--- src/rtl/rgb_to_grey_pipe.sv ---
// rgb_to_grey_pipe: two-stage colour-to-greyscale converter with valid/ready
// streams on both sides. Stage 1 registers the weighted channel products (or
// the channel maximum), stage 2 sums, optionally rounds, scales and saturates.
// Optional feature macro: GREY_ROUND_EN (round-half-up before the shift;
// truncation when undefined).
module rgb_to_grey_pipe #(
  parameter int DW     = 8,
  parameter int COEF_W = 8
) (
  input  logic              sys_clk_i,
  input  logic              sys_rst_ni,
  input  logic              s_valid_i,
  output logic              s_ready_o,
  input  logic [DW-1:0]     red_dt_i,
  input  logic [DW-1:0]     green_dt_i,
  input  logic [DW-1:0]     blue_dt_i,
  input  logic              s_last_i,
  input  logic [1:0]        mode_i,
  input  logic [COEF_W-1:0] coef_r_i,
  input  logic [COEF_W-1:0] coef_g_i,
  input  logic [COEF_W-1:0] coef_b_i,
  output logic              m_valid_o,
  input  logic              m_ready_i,
  output logic [DW-1:0]     grey_dt_o,
  output logic              m_last_o,
  output logic [31:0]       pix_cnt_o
);

  typedef enum logic [1:0] {
    MODE_PROG  = 2'd0,
    MODE_BT601 = 2'd1,
    MODE_MAX   = 2'd2,
    MODE_AVG   = 2'd3
  } mode_e;

  // Product width and sum width (three products need two guard bits).
  localparam int PW = DW + COEF_W;
  localparam int SW = PW + 2;

  // Fixed weights, rounded to the nearest representable fraction of 1.0.
  localparam longint unsigned ONE = 64'd1 << COEF_W;
  localparam logic [COEF_W-1:0] BT_R = COEF_W'((64'd299 * ONE + 64'd500) / 64'd1000);
  localparam logic [COEF_W-1:0] BT_G = COEF_W'((64'd587 * ONE + 64'd500) / 64'd1000);
  localparam logic [COEF_W-1:0] BT_B = COEF_W'((64'd114 * ONE + 64'd500) / 64'd1000);
  localparam logic [COEF_W-1:0] AVG_W = COEF_W'((ONE + 64'd1) / 64'd3);

  localparam logic [DW-1:0] GREY_MAX = {DW{1'b1}};

  // Stage 1 state
  logic          s1_valid;
  logic          s1_is_max;
  logic [DW-1:0] s1_max;
  logic [PW-1:0] s1_p_r, s1_p_g, s1_p_b;
  logic          s1_last;

  // Stage 2 state (drives the output port directly)
  logic          s2_valid;
  logic [DW-1:0] s2_grey;
  logic          s2_last;

  logic [31:0]   pix_cnt;

  // Stage advance: a stage moves when it is empty or its consumer takes its
  // content, so bubbles collapse even while the output is stalled.
  logic adv1, adv2;
  assign adv2 = !s2_valid || m_ready_i;
  assign adv1 = !s1_valid || adv2;

  assign s_ready_o = adv1;
  assign m_valid_o = s2_valid;
  assign grey_dt_o = s2_grey;
  assign m_last_o  = s2_last;
  assign pix_cnt_o = pix_cnt;

  // Weight selection for the incoming pixel and the channel maximum.
  logic [COEF_W-1:0] w_r, w_g, w_b;
  logic [DW-1:0]     ch_max;

  // NOTE: every variable gets a default at the top of the block so no path
  // leaves it unassigned, which would otherwise infer a latch.
  always_comb begin
    w_r = coef_r_i;
    w_g = coef_g_i;
    w_b = coef_b_i;
    case (mode_e'(mode_i))
      MODE_BT601: begin
        w_r = BT_R;
        w_g = BT_G;
        w_b = BT_B;
      end
      MODE_AVG: begin
        w_r = AVG_W;
        w_g = AVG_W;
        w_b = AVG_W;
      end
      default: ;
    endcase

    ch_max = red_dt_i;
    if (green_dt_i > ch_max) ch_max = green_dt_i;
    if (blue_dt_i > ch_max)  ch_max = blue_dt_i;
  end

  // Stage 1: capture products or the maximum for an accepted pixel.
  // NOTE: state is updated with non-blocking assignments so every register
  // samples pre-edge values regardless of statement order.
  // NOTE: the datapath registers are few and are reset as well, so the
  // output data reads a defined 0 after reset rather than stale content.
  always_ff @(posedge sys_clk_i or negedge sys_rst_ni) begin
    if (!sys_rst_ni) begin
      s1_valid  <= 1'b0;
      s1_is_max <= 1'b0;
      s1_max    <= '0;
      s1_p_r    <= '0;
      s1_p_g    <= '0;
      s1_p_b    <= '0;
      s1_last   <= 1'b0;
    end else if (adv1) begin
      s1_valid <= s_valid_i;
      if (s_valid_i) begin
        s1_is_max <= (mode_e'(mode_i) == MODE_MAX);
        s1_max    <= ch_max;
        s1_p_r    <= PW'(red_dt_i)   * PW'(w_r);
        s1_p_g    <= PW'(green_dt_i) * PW'(w_g);
        s1_p_b    <= PW'(blue_dt_i)  * PW'(w_b);
        s1_last   <= s_last_i;
      end
    end
  end

  // Stage 2 arithmetic: sum, optional rounding, scale back, saturate.
  logic [SW-1:0] sum;
  logic [SW-1:0] scaled;
  logic [DW-1:0] grey_next;

  // Combinational result for the pixel currently held in stage 1.
  always_comb begin
    sum = SW'(s1_p_r) + SW'(s1_p_g) + SW'(s1_p_b);
`ifdef GREY_ROUND_EN
    sum = sum + (SW'(1) << (COEF_W - 1));
`else
    sum = sum;
`endif
    scaled = sum >> COEF_W;
    if (s1_is_max) begin
      grey_next = s1_max;
    end else if (scaled > SW'(GREY_MAX)) begin
      grey_next = GREY_MAX;
    end else begin
      grey_next = scaled[DW-1:0];
    end
  end

  // Stage 2: output register, held while the consumer stalls.
  always_ff @(posedge sys_clk_i or negedge sys_rst_ni) begin
    if (!sys_rst_ni) begin
      s2_valid <= 1'b0;
      s2_grey  <= '0;
      s2_last  <= 1'b0;
    end else if (adv2) begin
      s2_valid <= s1_valid;
      if (s1_valid) begin
        s2_grey <= grey_next;
        s2_last <= s1_last;
      end
    end
  end

  // Output handshake counter, wraps naturally at 2^32.
  always_ff @(posedge sys_clk_i or negedge sys_rst_ni) begin
    if (!sys_rst_ni) begin
      pix_cnt <= '0;
    end else if (s2_valid && m_ready_i) begin
      pix_cnt <= pix_cnt + 32'd1;
    end
  end

endmodule

--- config.mk ---
export PLATFORM = sky130hd
export DESIGN_NAME = rgb_to_grey_pipe
export DESIGN_NICKNAME = d
export VERILOG_FILES = /design/src/rtl/rgb_to_grey_pipe.sv
export SDC_FILE = /design/constraint.sdc
export NUM_CORES = 1
export LEC_CHECK = 0
export CAP_MARGIN = 20
export CELL_PAD_IN_SITES_DETAIL_PLACEMENT = 0
export CELL_PAD_IN_SITES_GLOBAL_PLACEMENT = 2
export CORE_MARGIN = 3
export CORE_UTILIZATION = 38
export DETAILED_ROUTE_END_ITERATION = 10
export PLACE_DENSITY_LB_ADDON = 0.1
export SLEW_MARGIN = 10
export SYNTH_ARGS = -nofsm -noshare
export SYNTH_HDL_FRONTEND = slang
export SYNTH_SLANG_ARGS = --single-unit
--- constraint.sdc ---
create_clock -name sys_clk_i -period 4.1 [get_ports sys_clk_i]
set_input_delay 0.82 -clock sys_clk_i [delete_from_list [all_inputs] [get_ports sys_clk_i]]
set_output_delay 0.82 -clock sys_clk_i [all_outputs]
set_load 0.03 [all_outputs]
## Word level (Yosys, flattened, before mapping)

Cells that the tools add are included.

- Flip-flop bits (word level): 101
- Bits of input ports: 55
- Output and inout bits: 43
- Word-level logic and storage cells: 37

- $add $sub $neg: 3
- Multipliers: 3
- Order comparisons: 3
- Equal/unequal tests: 3
- Muxes and demuxes: 7
- Reduce and logical (&&, ||, !) cells: 7

Operators with widths:

| kind | count |
|---|---|
| multiplier 8 x 8 -> 16 bit | 3 |
| one-hot mux 8 bit (2 select lines) | 3 |
| adder 32 x 1 -> 32 bit, second input constant | 1 |
| 2-to-1 mux 8 bit | 4 |
| adder 17 x 16 -> 18 bit | 1 |
| adder 16 x 16 -> 17 bit | 1 |
| > comparator 8 bit | 2 |
| > comparator 10 x 8 -> 1 bit, second input constant | 1 |
| == test 2 bit, second input constant | 2 |
| AND reduction 2 bit | 2 |
| == test 2 x 1 -> 1 bit, second input constant | 1 |
| logical NOT 1 bit | 2 |
| logical OR 1 bit | 2 |
| logical AND 1 bit | 1 |

## Logic depth before layout (Yosys ltp)

Gate-level depths: netlist of run 1.

- Depth in word-level cells: 5
- Depth in mapped cells: 21
- Gate-level depth less buffers: 19

## Least setup slack after synthesis of run 1

No wires, ideal clock.

- Kind: input-to-reg
- From: in mode_i[0]
- To: reg s1_p_b[15]
- Arrival: 5,574 ps
- Data required time: 3,967 ps
- Slack: -1,608 ps
- Stages: 19
- Buffers on the path: 2
- Cell sequence: clkbuf_1 clkbuf_1 nand2_1 o21ai_0 nand2_1 fa_1 fa_1 inv_1 fa_1 inv_1 fa_1 inv_1 ha_1 or3_1 o221a_2 o41ai_1 o21ai_0 xnor2_1 o21ai_0

- Word-level cells in the longest chain between the ends: 3
- Elaborated cells between the ends (all ways): 4
- Those cells by class: mul (1); eq/ne (2); mux (1)

RTL lines:

| item | line | RTL |
|---|---|---|
| from (decl) | 18 | `input logic [1:0] mode_i,` |
| == test 2 bit or == test 2 x 1 -> 1 bit (tied branches) | 85 | `case (mode_e'(mode_i))` |
| one-hot mux 8 bit (2 select lines) (*) | 85 |  |
| multiplier 8 x 8 -> 16 bit (*) | 125 | `s1_p_b <= PW'(blue_dt_i) * PW'(w_b);` |
| to (signal assigned) | 125 |  |
| to (decl) | 53 | `logic [PW-1:0] s1_p_r, s1_p_g, s1_p_b;` |

Mark *: on every way between the ends. The rest lies on a longest branch, timed or not.
A chain may end at the register's enable or synchronous reset.

## Final worst setup path of run 1

Ends and elaborated chain as after synthesis.

==> results_dict.tcl, run 1 <==
set metrics [dict create \
    arrival_ps 5090 \
    critPathMaxFanout 7 \
    dieWidth_um 181.8 \
    rows 63 \
    endpoint "s1_p_b[15]" \
    io-pin-count 98 \
    period_share_pct 118.1 \
    antenna_found_initial 0 \
    cts_buffer_depth 2 \
    use_met3_pct 2.123 \
    grt_pass1_vias 9985 \
    power_density_mw_per_mm2 586.0 \
    drive_gt1_share_pct 28.74 \
    startpoint_type "input pin" \
    finish.utilization_pct 55.18 \
    final_nets 1938 \
    violations "setup timing" \
    grt_use_met1_pct 28.59 \
    finalMaxSlewViolations 0 \
    synth_largest_area_cell "dfrtp_1" \
    antennaDiodeCount 0 \
    switching_power_mw 4.428 \
    grt_max_degree 102 \
    rr_worst_depth 9 \
    setup_viol 30 \
    hold_start "s1_last" \
    grt_overflow 0 \
    placed_cells 1954 \
    ir_drop_uv 394.7 \
    hold_viol 0 \
    numClockSinks 101 \
    wl_per_cell_um 16.11 \
    seq_power_share_pct 16.1 \
    ant_nets 0 \
    grt_util_met2_pct 32.50 \
    synthArstFlopShare_pct 100.0 \
    path_class "input pin to flip-flop" \
    io_buffers 97 \
    p_comb_share_pct 74.9 \
    hold_class "flip-flop to flip-flop" \
    gp_congestion 0.9145 \
    max_slew_margin_pct 59.62 \
    fillers 2756 \
    vias 9661 \
    clock_skew_ps 10.37 \
    clock_latency_ps 360 \
    worstSetupStartpoint "mode_i[0]" \
    finalPower_mw 9.711 \
    yosys_warnings 0 \
    reg2reg_to "grey_dt_o[6]" \
    rsz0062_at_grt "yes" \
    grt_use_total_pct 19.85 \
    ys_seq_area_share_pct 21.53 \
    wl_mm 32.47 \
    dr.pass1.iters 4 \
    fin_cells 2015 \
    syn-mean-instance-area_um2 9.065 \
    synth_area_leaders "dfrtp_1 22%, fa_1 21%, ha_1 15%" \
    synth_flop_cell "dfrtp_1" \
    dieArea_mm2 0.03304 \
    netlist_instances 1295 \
    p_leak_nw 8.186 \
    outcome "finished, violations left" \
    synth_top_area_share_pct 21.53 \
    r2r_slack_ps 810 \
    synth_cell_type_count 53 \
    htreeDepth 3 \
    clkPwrFrac_pct 9.0 \
    numCtsBuffers 9 \
    core-area_mm2 0.03003 \
    vias_per_cell 4.795 \
    root_buffer "clkbuf_16" \
    worstPathRequired_ps 4340 \
    layout_min_cycle_time_ps 4843 \
    setup.worst_path.end_class "flip-flop" \
    synth-edff-count 0 \
    rr_startpoint "s1_p_r[13]" \
    cts_tree "done" \
    syn-cell-area_mm2 0.01174 \
    p_int_mw 5.284 \
    hold_slack_ps 474.0 \
    switching_share_pct 45.59 \
    grt-busiest-layer "met2" \
    dp_hpwl_mm 26.53 \
    ctsHoldBuffers 0 \
    clkSlewWorstSetupHoldPaths_ps 80 \
    drv_cap 0 \
    drc 0 \
    grt_pass1_wl_mm 52.70 \
    pre_cts_ws_ps -1479 \
    die_y_um 181.8 \
    drt_iter0_drc 407 \
    synth-seq-cells 101 \
    start_util_pct 39.09 \
    max_freq_mhz 206.5 \
    tightest_slew_ps 604.3 \
    layout_setup_ws_ps -742.8 \
    synth_nets 1613 \
    syn2layout_area_growth_pct 41.19 \
]
==> per-layer routing <==
metal / up-vias / share of wire [%] / wire length [um]
li1: 4869 / - / -
met1: 4618 / 49 / 16000
met2: 145 / 46 / 15040
met3: 29 / 2.8 / 902
met4: 0 / 1.6 / 523
met5: - / 0 / 0
==> through the flow <==
step	setup TNS, ps	cell area (um2)
floorplan	-14360	12290
global placement	-40610	15090
detailed placement	-42510	15090
CTS	-15570	16070
global route	-19130	16570
finish	-14490	16570
==> placed cells by master (no fill, tap or decap), types with 30 or more instances in the layout <==
master           instances
buf_4                  190
inv_1                  174
ha_1                   117
nand2_1                113
fa_1                   112
dfrtp_1                101
and2_1                  70
nor2_1                  62
clkdlybuf4s50_1         61
nor2b_1                 46
buf_6                   41
o21ai_0                 36
xnor2_1                 31
o21ai_1                 30
==> critical path, stage by stage <==
cell	delay (ps)
buf_8	100
buf_12	140
buf_6	120
nand2b_4	100
buf_12	120
o21ai_4	90
and2_4	180
fa_1	510
fa_1	430
fa_1	530
inv_2	40
fa_1	520
inv_1	40
ha_2	170
or3_4	320
o221a_4	250
o41ai_4	250
o21ai_1	130
xnor2_1	150
o21ai_1	70
==> timing repair <==
action | 4_1_cts | 5_1_grt
buffers inserted | 35 | 15
pin swaps | 89 | 92
endpoints found under the setup margin | 40 | 41
resized for setup | 139 | 114
==> power groups by stage <==
| stage | Clock, mW | Combinational [mW] | Sequential, mW |
|---|---|---|---|
| floorplan | 0 | 4.15 | 1.61 |
| detailed placement | 0 | 6.35 | 1.59 |
| finish | 0.875 | 7.28 | 1.56 |
| global placement | 0 | 6.31 | 1.59 |
| global route | 0.942 | 8.11 | 1.61 |
| CTS | 0.892 | 6.89 | 1.57 |
==> sequential cells by signal, indices dropped and copies added (netlist names) <==
| name | count |
|---|---|
| pix_cnt_o | 32 |
| s1_p_b | 16 |
| s1_p_g | 16 |
| s1_p_r | 16 |
| grey_dt_o | 8 |
| s1_max | 8 |
| m_last_o | 1 |
| m_valid_o | 1 |
| s1_is_max | 1 |
| s1_last | 1 |
| s1_valid | 1 |
==> cells by family after synthesis <==
logic type,share of synthesized area [%]
fa+ha+maj,35.90
simple gates,18.07
xor+xnor,4.924
mux,1.236
flops,21.53
buf+inv,7.269
compound gates,11.07
==> how the worst min path moves through the flow <==
stage	depth (start not counted)	end	slack, ps
CTS	2	s1_last	480
detailed placement	2	s1_last	460
floorplan	2	s1_last	440
finish	2	s1_last	470
global placement	2	grey_dt_o[4]	460
global route	2	s1_last	500
==> cells in the mapped netlist (all sizes together) (2+ instances only) <==
cell       n
xor2      26
nand2b    11
o21a      13
a21o      15
dfrtp    101
o221a      2
clkbuf    18
nor2b     61
nand4     11
a211oi     7
nand3     12
o22ai      7
a31oi     10
o31a       3
mux2i     10
and4       2
o21ai     78
a2111o     2
buf        4
and2      92
o41ai      4
a21oi     31
o21ba      2
xnor2     40
o31ai     16
nand2    121
a2111oi    2
inv      203
o21bai     2
and3      12
nor3      12
or2        3
nand3b     2
fa       123
nor2      80
or3        3
a211o      2
ha       140
mux2       4
==> area by class of cell <==
| cell class | instances | area [um2] | area share, % |
|---|---|---|---|
| clock buffers | 9 | 225.2 | 1.359 |
| clock inverters | 7 | 77.57 | 0.4681 |
| inverters | 203 | 762.0 | 4.598 |
| multi-input cells | 969 | 9500 | 57.32 |
| flip-flops and latches | 101 | 2527 | 15.25 |
| well taps | 390 | 488.0 | 2.944 |
| repair buffers | 336 | 2993 | 18.06 |
(Power assumes the default switching activity.)
==> run 2, diff against run 1 <==
--- a/config.mk
+++ b/config.mk
@@ -11,7 +11,9 @@
 export CORE_MARGIN = 3
 export CORE_UTILIZATION = 38
 export DETAILED_ROUTE_END_ITERATION = 10
+export MAX_ROUTING_LAYER = met4
 export PLACE_DENSITY_LB_ADDON = 0.1
+export RECOVER_POWER = 25
 export SLEW_MARGIN = 10
 export SYNTH_ARGS = -nofsm -noshare
 export SYNTH_HDL_FRONTEND = slang
==> run 2 against run 1 <==
Effect of this change: the flow finishes with violations (capacitance limit, slew limit, setup timing); first-iteration DRC count fell by 2.9%; global-route usage rose by 1.1 points; wire length rose by 0.42%; clock-buffer cell count did not move; final cell count did not move.
==> results_dict.tcl, run 2 (synthesis gave the netlist of run 1 again) <==
set metrics [dict create \
    grt_pass1_vias 10210 \
    cp_slowest_cell "fa_1" \
    fin_cells 2015 \
    ir_drop_uv 373.6 \
    violations "capacitance limit, slew limit, setup timing" \
    io-pin-count 98 \
    outcome "finished, violations left" \
    cp.depth 18 \
    arrival_ps 5060 \
    grt_max_degree 57 \
    rr_worst_depth 9 \
    path_common_cell "fa_1" \
    rr_startpoint "s1_p_r[13]" \
    path_class "input pin to flip-flop" \
    root_buffer "clkbuf_16" \
    tightest_slew_ps 2619 \
    hold_class "flip-flop to flip-flop" \
    crit_path_max_incr_delay_ps 490 \
    wl_mm 32.61 \
    core-area_mm2 0.03003 \
    setup_viol 27 \
    power_density_mw_per_mm2 583.4 \
    htreeDepth 3 \
    critPathMaxFanout 13 \
    rows 63 \
    startpoint_type "input pin" \
    rsz0062_at_grt "yes" \
    p_comb_share_pct 74.6 \
    ant_nets 0 \
    final_nets 1938 \
    worstPathRequired_ps 4340 \
    largest_reg_flops 32 \
    drv_cap 1 \
    drc 0 \
    ctsHoldBuffers 0 \
    vias_per_cell 4.795 \
    multi_input_area_mm2 0.009365 \
    syn2layout_area_growth_pct 39.74 \
    drive_gt1_share_pct 27.57 \
    setup.worst_path.end_class "flip-flop" \
    die_y_um 181.8 \
    fillers 2796 \
    reg2reg_to "grey_dt_o[6]" \
    crit_chain "buf_12 -> buf_4 -> o21ai_4 -> buf_4 -> and2_4 -> fa_1 -> fa_1 -> fa_1 -> inv_1 -> fa_1 -> inv_2 -> ha_4 -> or3_1 -> o221a_4 -> o41ai_4 -> buf_4 -> xor2_1 -> o21ai_1" \
    placed_cells 1957 \
    finalMaxSlewViolations 47 \
    tns_ps -14040 \
    vias 9661 \
    io_buffers 97 \
    regArea_mm2 0.002527 \
    clkPwrFrac_pct 9.1 \
    dieArea_mm2 0.03304 \
    cts_tree "done" \
    max_freq_mhz 207.5 \
    max_slew_margin_pct -74.63 \
    start_util_pct 39.09 \
    switching_share_pct 45.43 \
    finish.utilization_pct 54.62 \
    layout_common_cells "198 x buf_4, 181 x inv_1, 121 x ha_1" \
    dp_hpwl_mm 26.59 \
    r2r_slack_ps 870 \
    hold_start "grey_dt_o[0]" \
    drt_iter0_drc 395 \
    layout_setup_ws_ps -718.7 \
    layout_commonest_cell "buf_4" \
    numClockSinks 101 \
    period_share_pct 117.5 \
    antenna_found_initial 0 \
    critPathBufInv 6 \
    gp_congestion 0.9230 \
    cts_buffer_depth 2 \
    p_leak_nw 8.171 \
    hold_viol 0 \
    seq_power_share_pct 16.4 \
    numCtsBuffers 9 \
    crit_family "adder cells" \
    antennaDiodeCount 0 \
    finalPower_mw 9.569 \
    hold_path_end "grey_dt_o[0]" \
    hold_depth 2 \
    layout_min_cycle_time_ps 4819 \
    dr.pass1.iters 4 \
    dieWidth_um 181.8 \
    grt_overflow 0 \
    wl_per_cell_um 16.18 \
    switching_power_mw 4.347 \
    place_area_mm2 0.01511 \
    stdcell_area_mm2 0.01640 \
    clkSlewWorstSetupHoldPaths_ps 70 \
    grt_use_total_pct 20.91 \
    clock_skew_ps 9.808 \
    clock_latency_ps 360 \
    p_int_mw 5.222 \
    grt_pass1_wl_mm 54.15 \
]
run 2: cell count changes in the layout (fill, tap and decap cells not counted), moves of 6 or more:
cell             previous run  this run
buf_4                     190       198
inv_2                      29        22
buf_6                      41        31
clkdlybuf4s50_1            61        55
inv_1                     174       181
run 2: area by class of cell:
cell class | instances | area share (%)
Sequential cell | 101 | 15.41
Multi-Input combinational cell | 969 | 57.09
Clock buffer | 9 | 1.373
Clock inverter | 7 | 0.4653
Tap cell | 390 | 2.975
Timing Repair Buffer | 336 | 18.04
Inverter | 203 | 4.645
run 2: how the worst max path moves through the flow:
stage / slack [ps] / end / start
after global placement: -1440 / s1_p_r[15] / mode_i[1]
after floorplan: -910 / s1_p_r[15] / mode_i[0]
after detailed placement: -1500 / s1_p_r[15] / mode_i[1]
after CTS: -790 / s1_p_g[14] / mode_i[0]
after global routing: -880 / s1_p_r[15] / mode_i[0]
final: -720 / s1_p_b[13] / mode_i[0]
run 2: power by group through the flow:
| stage | registers, mW | clock network, mW | logic [mW] |
|---|---|---|---|
| 5_1_grt | 1.61 | 0.941 | 7.99 |
| 6_report | 1.57 | 0.867 | 7.13 |
| 4_1_cts | 1.58 | 0.900 | 6.88 |
| 2_1_floorplan | 1.61 | 0 | 4.15 |
| 3_5_place_dp | 1.60 | 0 | 6.34 |
| 3_3_place_gp | 1.60 | 0 | 6.31 |
run 2: timing repair:
item                                    4_1_cts  5_1_grt
resized for setup                           162       75
gates cloned                                  2        0
pin swaps                                   126       48
buffers inserted                             38       10
endpoints found under the setup margin       41       41
run 2: metal layers:
metal	track usage (%)	wire, um	up-vias
met5	-	0	-
met4	5.363	739	0
met3	2.083	923	42
met2	33.08	14950	138
met1	28.99	15990	4624
li1	-	-	4857
run 2: through the flow:
step / hold WS (ps) / setup slack, ps
floorplan: 441.7 / -911.1
global placement: 461.1 / -1441
detailed placement: 467.4 / -1502
CTS: 483.2 / -791.1
global route: 507.0 / -882.3
finish: 478.1 / -718.7
run 2: worst min-delay path, delay by kind of cell, from the launching register on:
kind	cells	cell delay [ps]
flops	1	340
compound gates	1	60
simple gates	1	50
==> run 3, diff against run 2 <==
--- a/config.mk
+++ b/config.mk
@@ -11,6 +11,8 @@
 export CORE_MARGIN = 3
 export CORE_UTILIZATION = 38
 export DETAILED_ROUTE_END_ITERATION = 10
+export GPL_ROUTABILITY_DRIVEN = 1
+export HOLD_SLACK_MARGIN = 0.02
 export MAX_ROUTING_LAYER = met4
 export PLACE_DENSITY_LB_ADDON = 0.1
 export RECOVER_POWER = 25
==> results of run 3 <==
No change in the layout: final DEF, timing and power equal those of run 2.
